## src/rtl/sd_read_arbiter.sv

```systemverilog
// sd_read_arbiter: round-robin sharing of one SD CMD17 single-block read engine between two requesters.
// Define SD_ARB_BYTE_ADDR_EN to shift the block number into a byte address for standard-capacity cards.
module sd_read_arbiter #(
  parameter int BLOCK_BYTES = 512,
  parameter int TIMEOUT_W   = 16,
  parameter int MAX_RETRY   = 3
) (
  input  logic        clk,
  input  logic        rst,
  input  logic [1:0]  req,
  input  logic [31:0] addr0,
  input  logic [31:0] addr1,
  output logic [1:0]  ack,
  output logic [1:0]  err,
  output logic        busy,
  output logic [7:0]  data_out,
  output logic        data_out_valid,
  output logic        data_owner,
  output logic [6:0]  sd_cmd,
  output logic [31:0] sd_address,
  output logic        sd_en,
  input  logic        sd_rdy,
  input  logic        sd_valid_status,
  input  logic [6:0]  sd_resp_status,
  input  logic [7:0]  sd_data_in,
  input  logic        sd_data_in_valid
);
  localparam int BW = $clog2(BLOCK_BYTES + 1);
  localparam int RW = $clog2(MAX_RETRY + 2);
  typedef enum logic [2:0] {IDLE, ISSUE, WAIT_RESP, DATA, DONE} state_t;
  state_t state;
  logic owner, last, grant, tmo_full, last_byte, fail;
  logic [BW-1:0] byte_cnt;
  logic [TIMEOUT_W-1:0] tmo;
  logic [RW-1:0] retry;
  logic [31:0] gaddr, addr_x;
  always_comb begin
    grant = &req ? ~last : req[1];
    gaddr = grant ? addr1 : addr0;
    tmo_full = &tmo;
    last_byte = byte_cnt == BW'(BLOCK_BYTES - 1);
    // status beats timeout, and an arriving byte beats timeout
    fail = state == WAIT_RESP ? (sd_valid_status ? |sd_resp_status : tmo_full)
                              : state == DATA && !sd_data_in_valid && tmo_full;
  end
`ifdef SD_ARB_BYTE_ADDR_EN
  assign addr_x = {gaddr[22:0], 9'b0};
`else
  assign addr_x = gaddr;
`endif
  always_ff @(posedge clk or negedge rst) begin
    if (!rst) begin
      state <= IDLE;
      owner <= 1'b0;
      last <= 1'b1;
      byte_cnt <= '0;
      tmo <= '0;
      retry <= '0;
      ack <= '0;
      err <= '0;
      busy <= 1'b0;
      data_out <= '0;
      data_out_valid <= 1'b0;
      data_owner <= 1'b0;
      sd_cmd <= '0;
      sd_address <= '0;
      sd_en <= 1'b0;
    end else begin
      sd_en <= 1'b0;
      ack <= '0;
      err <= '0;
      data_out_valid <= 1'b0;
      if (state == WAIT_RESP || state == DATA) tmo <= tmo_full ? tmo : tmo + 1'b1;
      if (fail) begin
        if (retry < RW'(MAX_RETRY)) begin
          retry <= retry + 1'b1;
          state <= ISSUE;
        end else begin
          state <= DONE;
          ack[owner] <= 1'b1;
          err[owner] <= 1'b1;
          sd_cmd <= '0;
          sd_address <= '0;
        end
      end else begin
        case (state)
          IDLE: if (|req) begin
            owner <= grant;
            sd_address <= addr_x;
            sd_cmd <= 7'd17;
            busy <= 1'b1;
            state <= ISSUE;
          end
          ISSUE: if (sd_rdy) begin
            sd_en <= 1'b1;
            tmo <= '0;
            state <= WAIT_RESP;
          end
          WAIT_RESP: if (sd_valid_status) begin
            byte_cnt <= '0;
            state <= DATA;
          end
          DATA: if (sd_data_in_valid) begin
            data_out <= sd_data_in;
            data_out_valid <= 1'b1;
            data_owner <= owner;
            byte_cnt <= byte_cnt + 1'b1;
            tmo <= '0;
            if (last_byte) begin
              state <= DONE;
              ack[owner] <= 1'b1;
              sd_cmd <= '0;
              sd_address <= '0;
            end
          end
          DONE: begin
            last <= owner;
            busy <= 1'b0;
            retry <= '0;
            state <= IDLE;
          end
          default: state <= IDLE;
        endcase
      end
    end
  end
endmodule

```

## config.mk

```make
export PLATFORM = sky130hd
export DESIGN_NAME = sd_read_arbiter
export DESIGN_NICKNAME = d
export VERILOG_FILES = /design/src/rtl/sd_read_arbiter.sv
export SDC_FILE = /design/constraint.sdc
export NUM_CORES = 1
export LEC_CHECK = 0
export ABC_AREA = 1
export CAP_MARGIN = 10
export CELL_PAD_IN_SITES_DETAIL_PLACEMENT = 0
export CELL_PAD_IN_SITES_GLOBAL_PLACEMENT = 1
export CORE_UTILIZATION = 30
export CTS_CLUSTER_SIZE = 25
export DETAILED_ROUTE_END_ITERATION = 6
export PLACE_DENSITY = 0.84
export REMOVE_ABC_BUFFERS = 1
export SYNTH_ARGS = -nofsm -noshare
export SYNTH_HDL_FRONTEND = slang
export SYNTH_SLANG_ARGS = --single-unit
```

## constraint.sdc

```tcl
create_clock -name clk -period 2.11 [get_ports clk]
set_clock_uncertainty 0.2 [all_clocks]
set_input_delay 0.3165 -clock clk [delete_from_list [all_inputs] [get_ports clk]]
set_output_delay 0.3165 -clock clk [all_outputs]
set_load 0.03 [all_outputs]
```

==> out/qor.yml, run 1 <==
cts_buffer_depth: 2
synth.avg_cell_area_um2: 7.788
ant_nets: 0
hold_ws_ns: 0.1867
synth.most_common_cell: "nand2_1"
pin_count: 141
yosysWarnings: 0
grt_use_met2_pct: 26.59
finalWirelength_mm: 11.87
die_w_um: 122.1
cp-end-kind: "flop"
insertion_delay_ns: 0.33
clock.fmax_mhz: 483.2
final_util_pct: 46.80
arrival_ns: 2.09
drc_errors: 0
ctsRootBufferMaster: "clkbuf_16"
p_leak_nw: 3.129
max-vdd-ir-drop_uv: 688.3
cap_violations: 0
n_antenna_cell: 0
drt_first_pass_iters: 4
critical_path_class: "reg2reg"
synth_area_um2: 4330
wl_per_cell_um: 13.17
yosysSeqAreaShare_pct: 47.99
grt_max_degree: 54
area_delta_synth_final_pct: 51.17
hold_class: "in2async"
cp-start-kind: "flop"
synth_seq_cells: 83
setup_viol: 0
rr_startpoint: "tmo[1]"
cts.sinks: 83
rr_endpoint: "sd_address[7]"
finalCritPeriodShare_pct: 98.08
via_per_inst: 4.579
vias: 4126
drt_iter0_markers: 199
dieArea_um2: 14920
required_ns: 2.13
port-buffer-count: 135
reg2regPathDepth: 11
rows: 43
synth_edf_count: 0
synthCells: 556
worst-r2r-setup-slack_ns: 0.04
async_flop_share_pct: 100.0
synth.area.top_cells: "dfrtp_1 (47%), nand2_1 (16%), o211ai_1 (5.5%), inv_1 (5.3%), nor2_1 (4.0%)"
hpwl_mm: 8.708
grt-busiest-layer: "met2"
slew_violations: 0
design.core.area_um2: 13990
synthFlopType: "dfrtp_1"
gp_congestion: 0.8300
cts_buffers: 9
p_total_mw: 8.551
cts-htree-levels: 3
grt_pass1_wl_mm: 18.82
gr-total-overflow: 0
antenna_found_initial: 0
synth_top_cells_by_count: "nand2_1 (187), dfrtp_1 (82), inv_1 (61)"
use_met3_pct: 6.273
status: "finished clean"
nets: 805
grt_pass1_vias: 4068
crit_fanout: 8
yosysTopAreaCell: "dfrtp_1"
yosysUniqueCellTypes: 32
grt_use_met1_pct: 19.68
clk_pin_slew_worst_paths_ns: 0.06
rsz0062_at_grt: "yes"
fin_crit_ns: 2.069
cts_tree: "built"
start_util_pct: 30.96
dieHeight_um: 122.1
pre_cts_ws_ns: -0.3267
timing.final.hold_violations: 0
fin_ws_ns: 0.04055
p_per_area_nw_per_um2: 1306
drive_gt1_share_pct: 12.90
grt_usage_pct: 16.17
yosysTopAreaCellShare_pct: 47.39
final cells by class:
| cell class | instances | area, um2 |
|---|---|---|
| repair buffers | 166 | 1645 |
| multi-input cells | 392 | 2031 |
| inverters | 64 | 240.2 |
| well taps | 180 | 225.2 |
| clock buffers | 11 | 242.7 |
| fillers | 1382 | 7442 |
| clock inverters | 5 | 83.83 |
| flip-flops and latches | 83 | 2078 |
layout by cell type (no fill, tap or decap), types with 4 or more instances in the layout:
master | synthesis | routed
a21oi_1 | 8 | 8
buf_12 | 0 | 4
buf_4 | 6 | 24
clkbuf_16 | 0 | 9
clkdlybuf4s50_1 | 0 | 134
conb_1 | 1 | 5
dfrtp_1 | 82 | 82
inv_1 | 61 | 61
nand2_1 | 187 | 177
nand2_2 | 12 | 21
nand2_8 | 0 | 4
nand3_1 | 32 | 31
nand4_1 | 6 | 6
nor2_1 | 46 | 44
nor2_4 | 1 | 5
nor3_1 | 5 | 5
o211ai_1 | 32 | 32
o21ai_0 | 18 | 18
xor2_1 | 14 | 14
power by group:
part,internal [mW],total [mW],switching (mW)
Clock,1.07,1.72,0.642
Sequential,2.14,2.53,0.395
Combinational,1.73,4.30,2.57
layer usage:
layer | wire [um] | up-vias
met5 | 0 | -
met1 | 5137 | 1920
li1 | - | 2069
met2 | 5570 | 130
met4 | 104 | 0
met3 | 1057 | 7
logic make-up (layout without fill, tap and decap cells):
family	Yosys count	after routing	synth area share, %
flops	83	83	47.99
fa+ha+maj	3	3	0.8669
compound gates	62	62	9.275
simple gates	304	307	30.02
buf+inv	88	246	8.726
xor+xnor	15	15	3.034
other cells	1	5	0.08660
critical path: stages, from the launching register on:
cell and delay (ns):
dfrtp_1 0.35, ha_2 0.21, nand2_2 0.07, nor2_4 0.16
nand3_4 0.10, o21bai_1 0.18, nand2_2 0.12, nand4_1 0.15
buf_6 0.17, nand2_8 0.10, nand2_2 0.08, nand2_1 0.05
how the worst max path moves through the flow:
stage	depth (start not counted)	end	slack (ns)	startpoint
after floorplan	5	sd_address[0]	-0.08	last
after global placement	10	sd_address[23]	-0.22	sd_valid_status
after detailed placement	10	sd_address[21]	-0.33	sd_valid_status
after CTS	10	sd_address[21]	0.02	byte_cnt[1]
after global routing	12	sd_address[21]	-0.07	tmo[1]
final	11	sd_address[7]	0.04	tmo[1]
timing repair:
action / 4_1_cts / 5_1_grt
hold buffers: 1 / 0
resized for setup: 4 / 23
pin swaps: 2 / 11
setup endpoints to repair: 33 / 49
endpoints found under the hold margin: 82 / 0
cloned: 1 / 2
buffers inserted: 2 / 4
flip-flops by register name, summed over array words and instances (netlist names):
signal	cells
ack	2
busy	1
byte_cnt	10
data_out	8
data_out_valid	1
data_owner	1
err	2
last	1
owner	1
retry	3
sd_address	32
sd_cmd	1
sd_en	1
state	3
tmo	16
metrics by stage:
step	std cells	TNS, ns	cell area, um2
finish	901	0	6546
global route	901	-1.836	6546
CTS	895	0	6390
detailed placement	875	-11.60	6002
global placement	875	-8.427	6002
floorplan	536	-2.561	4208
(Power assumes the default switching activity.)
==> run 2: changes to the inputs <==
--- a/config.mk
+++ b/config.mk
@@ -12,6 +12,7 @@
 export CORE_UTILIZATION = 30
 export CTS_CLUSTER_SIZE = 25
 export DETAILED_ROUTE_END_ITERATION = 6
+export GPL_TIMING_DRIVEN = 0
 export PLACE_DENSITY = 0.84
 export REMOVE_ABC_BUFFERS = 1
 export SYNTH_ARGS = -nofsm -noshare
==> run 2 against run 1 <==
Against the previous run: global-route usage increased by 0.59 points; cell count decreased by 0.78%; clock-buffer cell count rose by 2; clock power shrank 9%; wire length is 1.5% higher; critical path depth rose by 1; total power grew 0.40%; non-clock buffer count fell by 9; flip-flop and latch count unchanged; first-iteration DRC count fell by 23%; worst setup slack worse by 0.035 ns; register-to-register slack lost 0.03 ns; critical path type unchanged; critical endpoint is now byte_cnt[0]; largest cell class is now multi-input gates.
==> out/qor.yml, run 2 (same netlist as run 1, synthesis figures left out) <==
pin_count: 141
dieHeight_um: 122.1
ant_nets: 0
cts-htree-levels: 3
gr-total-overflow: 0
vias: 4098
rows: 43
design.core.area_um2: 13990
max-vdd-ir-drop_uv: 791.3
clock.fmax_mhz: 475.2
rr_startpoint: "tmo[0]"
start_util_pct: 30.96
nets: 798
timing.final.hold_violations: 0
cp-end-kind: "flop"
ctsRootBufferMaster: "clkbuf_16"
setup_viol: 0
p_per_area_nw_per_um2: 1305
grt_max_degree: 68
top_regs: "sd_address x32, tmo x16, byte_cnt x10"
gp_congestion: 0.8647
via_per_inst: 4.584
finalWirelength_mm: 12.04
crit_start: "tmo[0]"
cts_buffers: 9
required_ns: 2.12
drc_errors: 0
hold_class: "in2async"
cts_buffer_depth: 2
fin_crit_ns: 2.104
cap_violations: 0
drt_first_pass_iters: 4
cts_tree: "built"
final_util_pct: 47.04
dieArea_um2: 14920
die_w_um: 122.1
pwr-share-comb_pct: 51.9
area_delta_synth_final_pct: 51.95
reg2regPathDepth: 12
grt_pass1_wl_mm: 19.28
power.switching_mw: 3.759
cts.sinks: 83
crit_end: "byte_cnt[0]"
drive_gt1_share_pct: 15.69
largest_register_ffs: 32
status: "finished clean"
p_leak_nw: 3.100
mostFrequentLayoutCells: "nand2_1 (157), clkdlybuf4s50_1 (133), dfrtp_1 (81)"
worst-r2r-setup-slack_ns: 0.006
final_common_cell: "nand2_1"
p_int_mw: 4.825
swShare_pct: 43.79
grt_usage_pct: 16.75
grt_pass1_vias: 4063
crit_fanout: 5
n_antenna_cell: 0
rsz0062_at_grt: "yes"
top_register: "sd_address"
p_total_mw: 8.585
arrival_ns: 2.12
clk_pin_slew_worst_paths_ns: 0.06
insertion_delay_ns: 0.34
finalCritPeriodShare_pct: 99.73
port-buffer-count: 135
wl_per_cell_um: 13.47
cp-start-kind: "flop"
slew_violations: 0
pwr-share-seq_pct: 29.8
rr_endpoint: "byte_cnt[0]"
hpwl_mm: 8.280
clockPowerShare_pct: 18.2
drt_iter0_markers: 154
antenna_found_initial: 0
critical_path_class: "reg2reg"
run 2: changes by cell type in the layout (fill, tap and decap cells not counted), sizes merged:
cell	before	now
buf	31	22
bufinv	2	1
clkbuf	11	13
clkdlybuf4s50	134	133
clkinv	0	2
clkinvlp	2	3
dlymetal6s2s	0	1
inv	65	62
nand2	205	206
run 2: metrics by stage:
step	hold WS, ns	instances	worst slack (ns)	cell area (um2)	TNS [ns]
3_3_place_gp	0.2536	851	-2.569	5784	-251.87
4_1_cts	0.1995	883	0.006918	6294	0
5_1_grt	0.2094	894	-0.08140	6580	-2.549
6_report	0.1964	894	0.005652	6580	0
3_5_place_dp	0.008377	853	-0.8409	5832	-31.71
2_1_floorplan	-0.1791	536	-0.07902	4208	-2.561
run 2: worst min-delay path by stage:
stage	start	endpoint	slack [ns]	depth (start not counted)
3_3_place_gp	sd_address[28]	sd_address[28]	0.25	2
4_1_cts	rst	tmo[3]	0.20	2
3_5_place_dp	rst	tmo[15]	0.008	1
6_report	rst	tmo[15]	0.20	2
5_1_grt	rst	data_out[5]	0.21	2
2_1_floorplan	rst	ack[0]	-0.18	0
run 2: timing repair:
| action | 4_1_cts | 5_1_grt |
|---|---|---|
| setup buffers | 11 | 8 |
| cloned | 2 | 3 |
| hold buffers | 1 | 0 |
| pin swaps | 4 | 8 |
| hold endpoints to repair | 18 | 0 |
| setup endpoints to repair | 63 | 53 |
| gates resized for setup | 16 | 49 |
run 2: metal layers:
metal,vias up,GRT usage (%),wire (um)
li1,2059,-,-
met1,1887,19.78,4955
met2,133,27.37,5754
met3,19,6.648,1072
met4,0,6.174,262
met5,-,0,0
run 2: final cells by class:
type | count | area (um2)
Clock buffer | 13 | 250.2
Clock inverter | 3 | 40.04
Fill cell | 1375 | 7408
Inverter | 64 | 250.2
Multi-Input combinational cell | 393 | 2172
Sequential cell | 83 | 2079
Tap cell | 180 | 225.2
Timing Repair Buffer | 157 | 1555
Timing Repair inverter | 1 | 7.507
run 2: power by group through the flow:
stage | clock network [mW] | registers (mW) | logic (mW)
finish | 1.57 | 2.56 | 4.46
global route | 1.69 | 2.63 | 4.83
CTS | 1.61 | 2.52 | 3.97
detailed placement | 0 | 2.54 | 3.64
global placement | 0 | 2.51 | 3.59
floorplan | 0 | 3.31 | 1.36
run 2: worst max-delay path, cell delays in order (launching register included):
cell      delay (ns)
dfrtp_1         0.39
ha_4            0.17
nand2_4         0.06
nor2_4          0.18
nand3_4         0.12
o21bai_4        0.18
nand2_4         0.09
nand2_4         0.12
buf_4           0.14
nor2_4          0.05
buf_4           0.14
nand3_1         0.06
o21ai_0         0.08
==> run 3: changes to the inputs <==
--- a/config.mk
+++ b/config.mk
@@ -6,14 +6,14 @@
 export NUM_CORES = 1
 export LEC_CHECK = 0
 export ABC_AREA = 1
-export CAP_MARGIN = 10
+export CAP_MARGIN = 20
 export CELL_PAD_IN_SITES_DETAIL_PLACEMENT = 0
 export CELL_PAD_IN_SITES_GLOBAL_PLACEMENT = 1
-export CORE_UTILIZATION = 30
+export CORE_UTILIZATION = 33
 export CTS_CLUSTER_SIZE = 25
 export DETAILED_ROUTE_END_ITERATION = 6
 export GPL_TIMING_DRIVEN = 0
-export PLACE_DENSITY = 0.84
+export PLACE_DENSITY = 0.87
 export REMOVE_ABC_BUFFERS = 1
 export SYNTH_ARGS = -nofsm -noshare
 export SYNTH_HDL_FRONTEND = slang
==> constraint.sdc (replaced) <==
create_clock -name clk -period 2.4 [get_ports clk]
set_clock_uncertainty 0.2 [all_clocks]
set_input_delay 0.36 -clock clk [delete_from_list [all_inputs] [get_ports clk]]
set_output_delay 0.36 -clock clk [all_outputs]
set_load 0.03 [all_outputs]
==> run 3 against run 2 <==
Against the previous run: core utilization is 2.4 points higher; critical path depth stayed put; fmax is 4.8% lower; global-route usage is 0.15 points lower; worst hold slack better by 0.076 ns; die area is 8.9% lower; worst setup slack better by 0.18 ns; via count is 3.1% lower; wire length is 11% lower; largest cell class is now sequential cells; largest power group unchanged.
==> out/qor.yml, run 3 (same netlist as run 1, synthesis figures left out) <==
status: "finished clean"
max_stage_delay_ns: 0.39
cts_buffers: 9
arrival_ns: 2.22
critPathSlowestCell: "dfrtp_1"
nets: 782
rr_endpoint: "sd_address[15]"
cts_buffer_depth: 2
drt_first_pass_iters: 4
final_cell_area_um2: 6285
vias: 3973
worstMarginPinSlew_ns: 0.5453
die_w_um: 116.6
crit_top_cell: "nand2_1"
clock.fmax_mhz: 452.2
rr_startpoint: "tmo[0]"
antenna_found_initial: 0
pin_count: 141
n_antenna_cell: 0
grt_pass1_vias: 3803
finalWirelength_mm: 10.76
port-buffer-count: 135
cts.sinks: 83
via_per_inst: 4.567
top_register: "sd_address"
fin_setup_tns_ns: 0
grt_max_degree: 60
hold_class: "reg2reg"
cts-htree-levels: 3
critical_path_class: "reg2reg"
grt_pass1_wl_mm: 17.48
fillers: 1219
cp-start-kind: "flop"
drc_errors: 0
p_leak_nw: 3.004
drt_iter0_markers: 182
wl_per_cell_um: 12.36
timing.final.hold_violations: 0
drive_gt1_share_pct: 8.739
p_per_area_nw_per_um2: 1133
dieArea_um2: 13590
multi_input_area_um2: 1946
finalCritPeriodShare_pct: 92.14
grt_usage_pct: 16.61
gp_congestion: 0.8200
start_util_pct: 34.04
final_common_cell: "nand2_1"
hpwl_mm: 7.885
insertion_delay_ns: 0.33
fin_crit_ns: 2.211
crit_start: "tmo[0]"
reg2regPathDepth: 12
required_ns: 2.41
mostFrequentLayoutCells: "nand2_1 (185), clkdlybuf4s50_1 (134), dfrtp_1 (82)"
dieHeight_um: 116.6
clk_pin_slew_worst_paths_ns: 0.06
ctsRootBufferMaster: "clkbuf_16"
rows: 41
critical_path.cell_chain: "ha_1 > nand2_1 > nor2_4 > nand3_2 > o21bai_1 > nand2_1 > nand2_4 > nand2_4 > nand2_4 > nand2_8 > nand2_1 > nand2_1"
setup_viol: 0
largest_register_ffs: 32
crit_end: "sd_address[15]"
area_delta_synth_final_pct: 45.13
worst-r2r-setup-slack_ns: 0.19
cap_violations: 0
gr-total-overflow: 0
slew_violations: 0
seqCellArea_um2: 2078
crit_fanout: 17
maxSlewHeadroom_pct: 63.57
cp-end-kind: "flop"
placed_area_um2: 5822
ant_nets: 0
top_regs: "sd_address x32, tmo x16, byte_cnt x10"
cts_tree: "built"
design.core.area_um2: 12720
max-vdd-ir-drop_uv: 528.1
==> run 3: cell types whose count changed in the layout (fill, tap and decap cells not counted), moves of 4 or more <==
cell,change
nand2_1,+28
nand2_2,-25
buf_4,-11
nand2_8,-4
==> run 3: power by group <==
part / total [mW] / internal, mW / switching (mW)
registers: 2.22 / 1.88 / 0.342
clock network: 1.54 / 0.999 / 0.539
logic: 3.36 / 1.31 / 2.05
==> run 3: metal layers <==
layer / routed length [um] / vias to the layer above / GRT usage (%) / share of wire, %
met5: 0 / - / 0 / 0
met2: 4825 / 119 / 26.07 / 45
met1: 4742 / 1824 / 20.24 / 44
li1: - / 2024 / - / -
met4: 104 / 0 / 4.810 / 0.97
met3: 1085 / 6 / 7.992 / 10
==> run 3: through the flow <==
step	std cells	worst slack [ns]	util (%)	power (mW)	hold WS, ns
final	870	0.1886	49.40	7.120	0.2724
after global routing	870	-0.01566	49.40	7.584	0.2920
after CTS	862	0.01067	48.64	7.014	0.2765
after detailed placement	845	-0.5329	45.76	5.406	0.1042
after global placement	843	-2.240	45.39	5.337	0.2534
after floorplan	536	0.2110	-	4.099	-0.1356
==> run 3: area by class of cell <==
type                    count  area share, %
flip-flops and latches     83          33.07
multi-input cells         390          30.96
inverters                  64          3.942
well taps                 172          3.424
clock buffers              13          4.300
clock inverters             3          1.095
repair buffers            145          23.21
==> run 3: repair_timing <==
| item | in CTS | in global routing |
|---|---|---|
| cloned | 0 | 1 |
| resized for setup | 4 | 7 |
| hold buffers | 1 | 0 |
| setup buffers | 0 | 7 |
| endpoints found under the hold margin | 26 | 0 |
| endpoints found under the setup margin | 23 | 54 |
| pin swaps | 0 | 2 |
==> run 3: worst min path at each step <==
| stage | start | endpoint | slack, ns | cells after the start |
|---|---|---|---|---|
| 6_report | sd_address[25] | sd_address[25] | 0.27 | 2 |
| 5_1_grt | owner | err[0] | 0.29 | 1 |
| 4_1_cts | owner | err[0] | 0.28 | 1 |
| 3_5_place_dp | rst | tmo[5] | 0.10 | 1 |
| 3_3_place_gp | sd_address[13] | sd_address[13] | 0.25 | 2 |
| 2_1_floorplan | rst | ack[0] | -0.14 | 0 |
==> run 3: worst max-delay path, delay by kind of cell, from the launching register on <==
kind / cells / cell delay [ns]
flip-flops: 1 / 0.39
AND/OR/NAND/NOR: 10 / 1.14
adder cells (fa/ha/maj): 1 / 0.21
AO/OA/AOI/OAI: 1 / 0.14
